## src/rtl/vga_pkg.sv

```systemverilog
// Shared game constants: key codes, PS/2 scancodes, FSM encodings.
// Also holds the scancode-to-key mapping helpers.
package vga_pkg;

  localparam logic [3:0] key_NONE  = 4'h0;
  localparam logic [3:0] key_A     = 4'h1;
  localparam logic [3:0] key_D     = 4'h2;
  localparam logic [3:0] key_W     = 4'h3;
  localparam logic [3:0] key_S     = 4'h4;
  localparam logic [3:0] key_E     = 4'h5;
  localparam logic [3:0] key_SPACE = 4'h6;

  localparam logic [7:0] SC_EXT = 8'hE0;
  localparam logic [7:0] SC_BRK = 8'hF0;

  typedef enum logic [1:0] {
    RX_IDLE,
    RX_DATA,
    RX_PARITY,
    RX_STOP
  } rx_state_t;

  typedef enum logic [1:0] {
    D_BASE,
    D_EXT,
    D_BRK,
    D_EXT_BRK
  } dec_state_t;

  function automatic logic [3:0] map_code(
    input logic       ext,
    input logic [7:0] sc
  );
    map_code = key_NONE;
    if (!ext) begin
      case (sc)
        8'h1C:   map_code = key_A;
        8'h23:   map_code = key_D;
        8'h1D:   map_code = key_W;
        8'h1B:   map_code = key_S;
        8'h24:   map_code = key_E;
        8'h29:   map_code = key_SPACE;
        default: map_code = key_NONE;
      endcase
    end else begin
      case (sc)
        8'h6B:   map_code = key_A;
        8'h74:   map_code = key_D;
        8'h75:   map_code = key_W;
        8'h72:   map_code = key_S;
        default: map_code = key_NONE;
      endcase
    end
  endfunction

  // Mask bit i holds key code i+1.
  function automatic logic [5:0] key_bit(input logic [3:0] k);
    case (k)
      key_A:     key_bit = 6'b000001;
      key_D:     key_bit = 6'b000010;
      key_W:     key_bit = 6'b000100;
      key_S:     key_bit = 6'b001000;
      key_E:     key_bit = 6'b010000;
      key_SPACE: key_bit = 6'b100000;
      default:   key_bit = 6'b000000;
    endcase
  endfunction

endpackage

```

## src/rtl/keyboard_decoder_ps2_rx.sv

```systemverilog
// PS/2 receiver: pin sync, run-length filter, frame FSM, idle timeout.
// Emits each good byte with a one-cycle valid, bad frames with frame_err.
module ps2_rx
  import vga_pkg::*;
#(
  parameter int FILT_LEN    = 8,
  parameter int TIMEOUT_CYC = 130000
) (
  input  logic       clk,
  input  logic       rst_n,
  input  logic       ps2_clk,
  input  logic       ps2_data,
  output logic [7:0] scancode,
  output logic       scancode_valid,
  output logic       frame_err
);

  localparam int FW = $clog2(FILT_LEN + 1);
  localparam int TW = $clog2(TIMEOUT_CYC + 1);
  localparam logic [FW-1:0] FILT_MAX = FW'(FILT_LEN - 1);
  localparam logic [TW-1:0] TMO_MAX  = TW'(TIMEOUT_CYC - 1);

  logic [1:0]    clk_sync_q, dat_sync_q;
  logic          clk_filt_q, dat_filt_q, clk_prev_q;
  logic [FW-1:0] clk_cnt_q, dat_cnt_q;
  logic          strobe;

  // Pins idle high, so the conditioning chain resets to 1.
  always_ff @(posedge clk or negedge rst_n) begin
    if (!rst_n) begin
      clk_sync_q <= 2'b11;
      dat_sync_q <= 2'b11;
      clk_filt_q <= 1'b1;
      dat_filt_q <= 1'b1;
      clk_prev_q <= 1'b1;
      clk_cnt_q  <= '0;
      dat_cnt_q  <= '0;
    end else begin
      clk_sync_q <= {clk_sync_q[0], ps2_clk};
      dat_sync_q <= {dat_sync_q[0], ps2_data};
      clk_prev_q <= clk_filt_q;
      if (clk_sync_q[1] == clk_filt_q) begin
        clk_cnt_q <= '0;
      end else if (clk_cnt_q == FILT_MAX) begin
        clk_filt_q <= clk_sync_q[1];
        clk_cnt_q  <= '0;
      end else begin
        clk_cnt_q <= clk_cnt_q + FW'(1);
      end
      if (dat_sync_q[1] == dat_filt_q) begin
        dat_cnt_q <= '0;
      end else if (dat_cnt_q == FILT_MAX) begin
        dat_filt_q <= dat_sync_q[1];
        dat_cnt_q  <= '0;
      end else begin
        dat_cnt_q <= dat_cnt_q + FW'(1);
      end
    end
  end

  assign strobe = clk_prev_q & ~clk_filt_q;

  rx_state_t     state_q, state_d;
  logic [7:0]    shift_q, shift_d;
  logic [2:0]    bit_q, bit_d;
  logic          par_q, par_d;
  logic [TW-1:0] tmo_q, tmo_d;
  logic [7:0]    sc_q, sc_d;
  logic          valid_q, valid_d;
  logic          err_q, err_d;

  always_comb begin
    state_d = state_q;
    shift_d = shift_q;
    bit_d   = bit_q;
    par_d   = par_q;
    sc_d    = sc_q;
    valid_d = 1'b0;
    err_d   = 1'b0;
    tmo_d   = (state_q == RX_IDLE || strobe) ? '0 : tmo_q + TW'(1);
    if (strobe) begin
      unique case (state_q)
        RX_IDLE: begin
          if (!dat_filt_q) begin
            state_d = RX_DATA;
            bit_d   = 3'd0;
          end
        end
        RX_DATA: begin
          shift_d = {dat_filt_q, shift_q[7:1]};
          bit_d   = bit_q + 3'd1;
          if (bit_q == 3'd7) state_d = RX_PARITY;
        end
        RX_PARITY: begin
          par_d   = dat_filt_q;
          state_d = RX_STOP;
        end
        RX_STOP: begin
          state_d = RX_IDLE;
          if (dat_filt_q && ^{shift_q, par_q}) begin
            valid_d = 1'b1;
            sc_d    = shift_q;
          end else begin
            err_d = 1'b1;
          end
        end
        default: state_d = RX_IDLE;
      endcase
    end else if (state_q != RX_IDLE && tmo_q == TMO_MAX) begin
      // A stalled partial frame is dropped silently.
      state_d = RX_IDLE;
      tmo_d   = '0;
    end
  end

  always_ff @(posedge clk or negedge rst_n) begin
    if (!rst_n) begin
      state_q <= RX_IDLE;
      shift_q <= '0;
      bit_q   <= '0;
      par_q   <= 1'b0;
      tmo_q   <= '0;
      sc_q    <= '0;
      valid_q <= 1'b0;
      err_q   <= 1'b0;
    end else begin
      state_q <= state_d;
      shift_q <= shift_d;
      bit_q   <= bit_d;
      par_q   <= par_d;
      tmo_q   <= tmo_d;
      sc_q    <= sc_d;
      valid_q <= valid_d;
      err_q   <= err_d;
    end
  end

  assign scancode       = sc_q;
  assign scancode_valid = valid_q;
  assign frame_err      = err_q;

endmodule

```

## src/rtl/keyboard_decoder.sv

```systemverilog
// PS/2 keyboard to game key: prefix decoding, held-key mask,
// and a registered key output preferring the most recent make.
module keyboard_decoder
  import vga_pkg::*;
#(
  parameter int FILT_LEN    = 8,
  parameter int TIMEOUT_CYC = 130000
) (
  input  logic       clk,
  input  logic       rst_n,
  input  logic       ps2_clk,
  input  logic       ps2_data,
  output logic [3:0] key,
  output logic [7:0] scancode,
  output logic       scancode_valid,
  output logic       frame_err
);

  ps2_rx #(
    .FILT_LEN   (FILT_LEN),
    .TIMEOUT_CYC(TIMEOUT_CYC)
  ) u_rx (
    .clk           (clk),
    .rst_n         (rst_n),
    .ps2_clk       (ps2_clk),
    .ps2_data      (ps2_data),
    .scancode      (scancode),
    .scancode_valid(scancode_valid),
    .frame_err     (frame_err)
  );

  dec_state_t dst_q, dst_d;
  logic [5:0] mask_q, mask_d;
  logic [3:0] last_q, last_d;
  logic [3:0] key_q, key_d;
  logic       make, brk, ext;
  logic [3:0] code;
  logic [5:0] kb;

  always_comb begin
    dst_d  = dst_q;
    mask_d = mask_q;
    last_d = last_q;
    make   = 1'b0;
    brk    = 1'b0;
    ext    = 1'b0;
    if (frame_err) begin
      dst_d = D_BASE;
    end else if (scancode_valid) begin
      unique case (dst_q)
        D_BASE: begin
          if (scancode == SC_EXT)      dst_d = D_EXT;
          else if (scancode == SC_BRK) dst_d = D_BRK;
          else                         make  = 1'b1;
        end
        D_EXT: begin
          if (scancode == SC_BRK) begin
            dst_d = D_EXT_BRK;
          end else begin
            make  = 1'b1;
            ext   = 1'b1;
            dst_d = D_BASE;
          end
        end
        D_BRK: begin
          brk   = 1'b1;
          dst_d = D_BASE;
        end
        D_EXT_BRK: begin
          brk   = 1'b1;
          ext   = 1'b1;
          dst_d = D_BASE;
        end
        default: dst_d = D_BASE;
      endcase
    end
    code = map_code(ext, scancode);
    kb   = key_bit(code);
    if (make && code != key_NONE) begin
      mask_d = mask_q | kb;
      last_d = code;
    end
    if (brk) mask_d = mask_q & ~kb;
  end

  // Most recent make wins; otherwise the lowest held code.
  always_comb begin
    key_d = key_NONE;
    for (int i = 5; i >= 0; i--) begin
      if (mask_q[i]) key_d = 4'(i + 1);
    end
    if (|(mask_q & key_bit(last_q))) key_d = last_q;
  end

  always_ff @(posedge clk or negedge rst_n) begin
    if (!rst_n) begin
      dst_q  <= D_BASE;
      mask_q <= '0;
      last_q <= key_NONE;
      key_q  <= key_NONE;
    end else begin
      dst_q  <= dst_d;
      mask_q <= mask_d;
      last_q <= last_d;
      key_q  <= key_d;
    end
  end

  assign key = key_q;

endmodule

```

## config.mk

```make
export PLATFORM = sky130hd
export DESIGN_NAME = keyboard_decoder
export DESIGN_NICKNAME = d
export VERILOG_FILES = /design/src/rtl/vga_pkg.sv /design/src/rtl/keyboard_decoder_ps2_rx.sv /design/src/rtl/keyboard_decoder.sv
export SDC_FILE = /design/constraint.sdc
export NUM_CORES = 1
export LEC_CHECK = 0
export ABC_AREA = 1
export ABC_CLOCK_PERIOD_IN_PS = 2009
export CAP_MARGIN = 20
export CORE_MARGIN = 1.5
export CORE_UTILIZATION = 60
export CTS_CLUSTER_DIAMETER = 30
export DETAILED_ROUTE_END_ITERATION = 6
export PLACE_DENSITY = 0.79
export SETUP_SLACK_MARGIN = 0.4
export SLEW_MARGIN = 0
export SYNTH_ARGS = -nofsm -noshare
export SYNTH_HDL_FRONTEND = slang
export SYNTH_SLANG_ARGS = --single-unit
```

## constraint.sdc

```tcl
create_clock -name clk -period 2.01 [get_ports clk]
set_input_delay 0.3015 -clock clk [delete_from_list [all_inputs] [get_ports clk]]
set_output_delay 0.3015 -clock clk [all_outputs]
set_load 0.05 [all_outputs]
```

==> impl_metrics.tcl <==
set metrics [dict create \
    layout-drive-gt1-share_pct 30.0 \
    antenna_found_initial 0 \
    clkTransAtPathRegs_ps 90 \
    drc 0 \
    synthesis.area_mm2 0.00375 \
    avgSynthCellArea_um2 7.99 \
    cap_violations 0 \
    start_util_pct 62.6 \
    num_vias 3363 \
    root_buffer "clkbuf_8" \
    worstHoldPathType "in -> reg" \
    powerDensity_mw_per_mm2 727 \
    clock_latency_ps 360 \
    cts.sinks 70 \
    final_common_cell "nand2_1" \
    crit_path_end_kind "flop" \
    yosysSeqAreaShare_pct 47.0 \
    cts-htree-levels 3 \
    numCtsBuffers 9 \
    slowest_delay_ps 430 \
    nNetsFinal 542 \
    pwr-share-seq_pct 47.4 \
    dr.first_iter.drc_count 234 \
    setup_tns_ps 0 \
    routedWlPerCell_um 14.7 \
    yosys_warnings 0 \
    hpwl_um 5290 \
    worstPathRequired_ps 2280 \
    fill_cells 339 \
    io_pins 18 \
    max_freq_ghz 0.593 \
    dr.pass1.iters 5 \
    clock_path_buffers 2 \
    syn_to_final_growth_pct 27.1 \
    path_cells "buf_4 -> nor2_1 -> nand2_1 -> nand2_1 -> nand2_1 -> nand2_1 -> nand2_2 -> nand2_4 -> inv_2 -> nand3_2 -> nor2_1 -> a21oi_1" \
    p_sw_uw 1030 \
    grt_max_degree 38 \
    dieArea_mm2 0.00673 \
    totalWireLength_um 8930 \
    syn_nets 482 \
    synthFlopType "dfrtp_1" \
    finalHoldViolCount 0 \
    synth_edf_count 0 \
    gp_congestion 0.989 \
    p_total_uw 3460 \
    critical_path_class "reg -> reg" \
    core_mm2 0.00599 \
    final_cell_mix "nand2_1 (100), inv_1 (50), nor2_1 (49)" \
    finalMaxSlewViolations 0 \
    tightest_slew_ps 502 \
    slowest_stage "dfrtp_2" \
    ys_seq_elements 70 \
    grt_pass1_wl_um 12500 \
    io_buffer_count 16 \
    vias_per_cell 5.52 \
    path_max_fanout 7 \
    period_needed_ps 1690 \
    grt_pass1_vias 2931 \
    fp.dieW_um 82.0 \
    synth_cell_type_count 39 \
    diodes 0 \
    track_usage_pct 24.5 \
    switching_share_pct 29.7 \
    rows 28 \
    timing.critical_path.buf_inv 2 \
    grt_overflow 0 \
    crit_arrival_ps 1960 \
    fin_crit_sh_pct 84.0 \
    die_h_um 82.0 \
    path_delay_family "simple AND/OR/NAND/NOR gates" \
    intPower_uw 2440 \
    setup_viol 0 \
    p_clk_share_pct 38.2 \
    p_comb_share_pct 14.4 \
    leakage_uw 0.00220 \
    critPathLaunchType "flop" \
    status "finished clean" \
    peakVddDrop_v 0.000556 \
    drtAntennaViolNets 0 \
    synthCells 469 \
    cts_tree "built" \
    ys_async_sr_fraction_pct 100 \
    grt_setup_unrepaired "yes" \
    skew_ps 9.57 \
    critical_path.most_common_cell "nand2_1" \
    maxSlewHeadroom_pct 66.5 \
]
routing by layer:
metal  track usage, %  vias up  wire [µm]
met2             40.8       99       4530
met3             4.44       28        346
met4             12.2        0        245
li1                 -     1638          -
met1             30.7     1598       3810
met5                0        -          0
worst reg2reg max path: stages (launching register included):
cell	delay, ps
dfrtp_2	430
buf_4	150
nor2_1	180
nand2_1	70
nand2_1	80
nand2_1	80
nand2_1	80
nand2_2	70
nand2_4	110
inv_2	80
nand3_2	60
nor2_1	40
a21oi_1	180
what timing repair did:
action	in CTS	in global routing
gates cloned	0	1
pin swaps	1	25
endpoints found under the setup margin	21	44
hold buffers	1	0
gates resized for setup	23	76
buffers inserted	3	27
hold endpoints to repair	16	0
kinds of logic after synthesis:
kind of cell / synth area share [%]
and+or+nand+nor: 31.2
DFF: 47.0
buffers and inverters: 6.31
AOI/OAI and AO/OA: 8.14
xor gates and xnor gates: 3.97
adders and majority gates: 3.00
other: 0.100
muxes: 0.300
flip-flops by register name (all words and copies together) (netlist names), 2 cells and up, named ones only:
register	count
u_rx.bit_q	3
u_rx.dat_sync_q	2
u_rx.clk_cnt_q	4
u_rx.shift_q	8
u_rx.tmo_q	17
dst_q	2
u_rx.scancode	8
u_rx.state_q	2
u_rx.dat_cnt_q	4
key	3
last_q	3
u_rx.clk_sync_q	2
power by group through the flow:
stage / clock (µW) / sequential [µW] / combinational, µW
6_report: 1320 / 1640 / 500
5_1_grt: 1380 / 1660 / 582
4_1_cts: 1320 / 1620 / 454
3_5_place_dp: 0 / 1650 / 435
3_3_place_gp: 0 / 1640 / 425
2_1_floorplan: 0 / 1630 / 316
cell type report:
cell class	count	area [µm²]	area share (%)
Clock buffer	9	124	2.60
Clock inverter	7	105	2.21
Inverter	59	225	4.73
Multi-Input combinational cell	338	2030	42.6
Sequential cell	70	1780	37.3
Tap cell	75	93.8	1.97
Timing Repair Buffer	51	408	8.56
path summary, 6_finish.rpt:
check | cells past startpoint | endpoint | slack, ps | from
max | 12 | flop | 320 | u_rx.scancode[1]$_DFFE_PN0P_
min | 1 | u_rx.clk_sync_q[0]$_DFF_PN1_ | 360 | ps2_clk
max reg2reg | 12 | flop | 320 | u_rx.scancode[1]$_DFFE_PN0P_
min reg2reg | 0 | u_rx.clk_sync_q[1]$_DFF_PN1_ | 360 | u_rx.clk_sync_q[0]$_DFF_PN1_
max in group asynchronous | 3 | u_rx.clk_sync_q[0]$_DFF_PN1_ | 940 | rst_n
min in group asynchronous | 2 | asynchronous set/reset pin | 430 | rst_n
cells in the mapped netlist (2+ instances only):
library cell | instances | area [µm²]
nand4_1 | 8 | 50.1
dfstp_2 | 7 | 184
o21ai_0 | 23 | 115
nand3b_1 | 2 | 15.0
nand3_1 | 36 | 180
o21ai_1 | 2 | 10.0
o22ai_1 | 2 | 12.5
xnor2_1 | 6 | 52.6
nand2_4 | 2 | 22.5
dfrtp_1 | 63 | 1580
a31oi_1 | 2 | 12.5
xor2_1 | 11 | 96.3
nand2_1 | 119 | 447
ha_1 | 9 | 113
a21oi_1 | 17 | 85.1
o211ai_1 | 2 | 15.0
a32o_1 | 2 | 20.0
nor2_2 | 5 | 31.3
nand2_2 | 7 | 43.8
nor2_4 | 4 | 45.0
inv_1 | 53 | 199
nor2_1 | 56 | 210
clkbuf_1 | 2 | 7.51
nor3_1 | 10 | 50.1
inv_2 | 5 | 18.8
stage by stage:
step | cell area, µm² | hold slack, ps | setup slack, ps | cells | utilization [%]
2_1_floorplan | 3770 | 5.91 | 404 | 469 | -
3_3_place_gp | 4050 | 293 | 390 | 561 | 67.6
3_5_place_dp | 4050 | 292 | 345 | 561 | 67.6
4_1_cts | 4310 | 360 | 366 | 581 | 72.0
5_1_grt | 4760 | 364 | 189 | 609 | 79.5
6_report | 4760 | 360 | 323 | 609 | 79.5
Power figures use the tool's default switching activity.
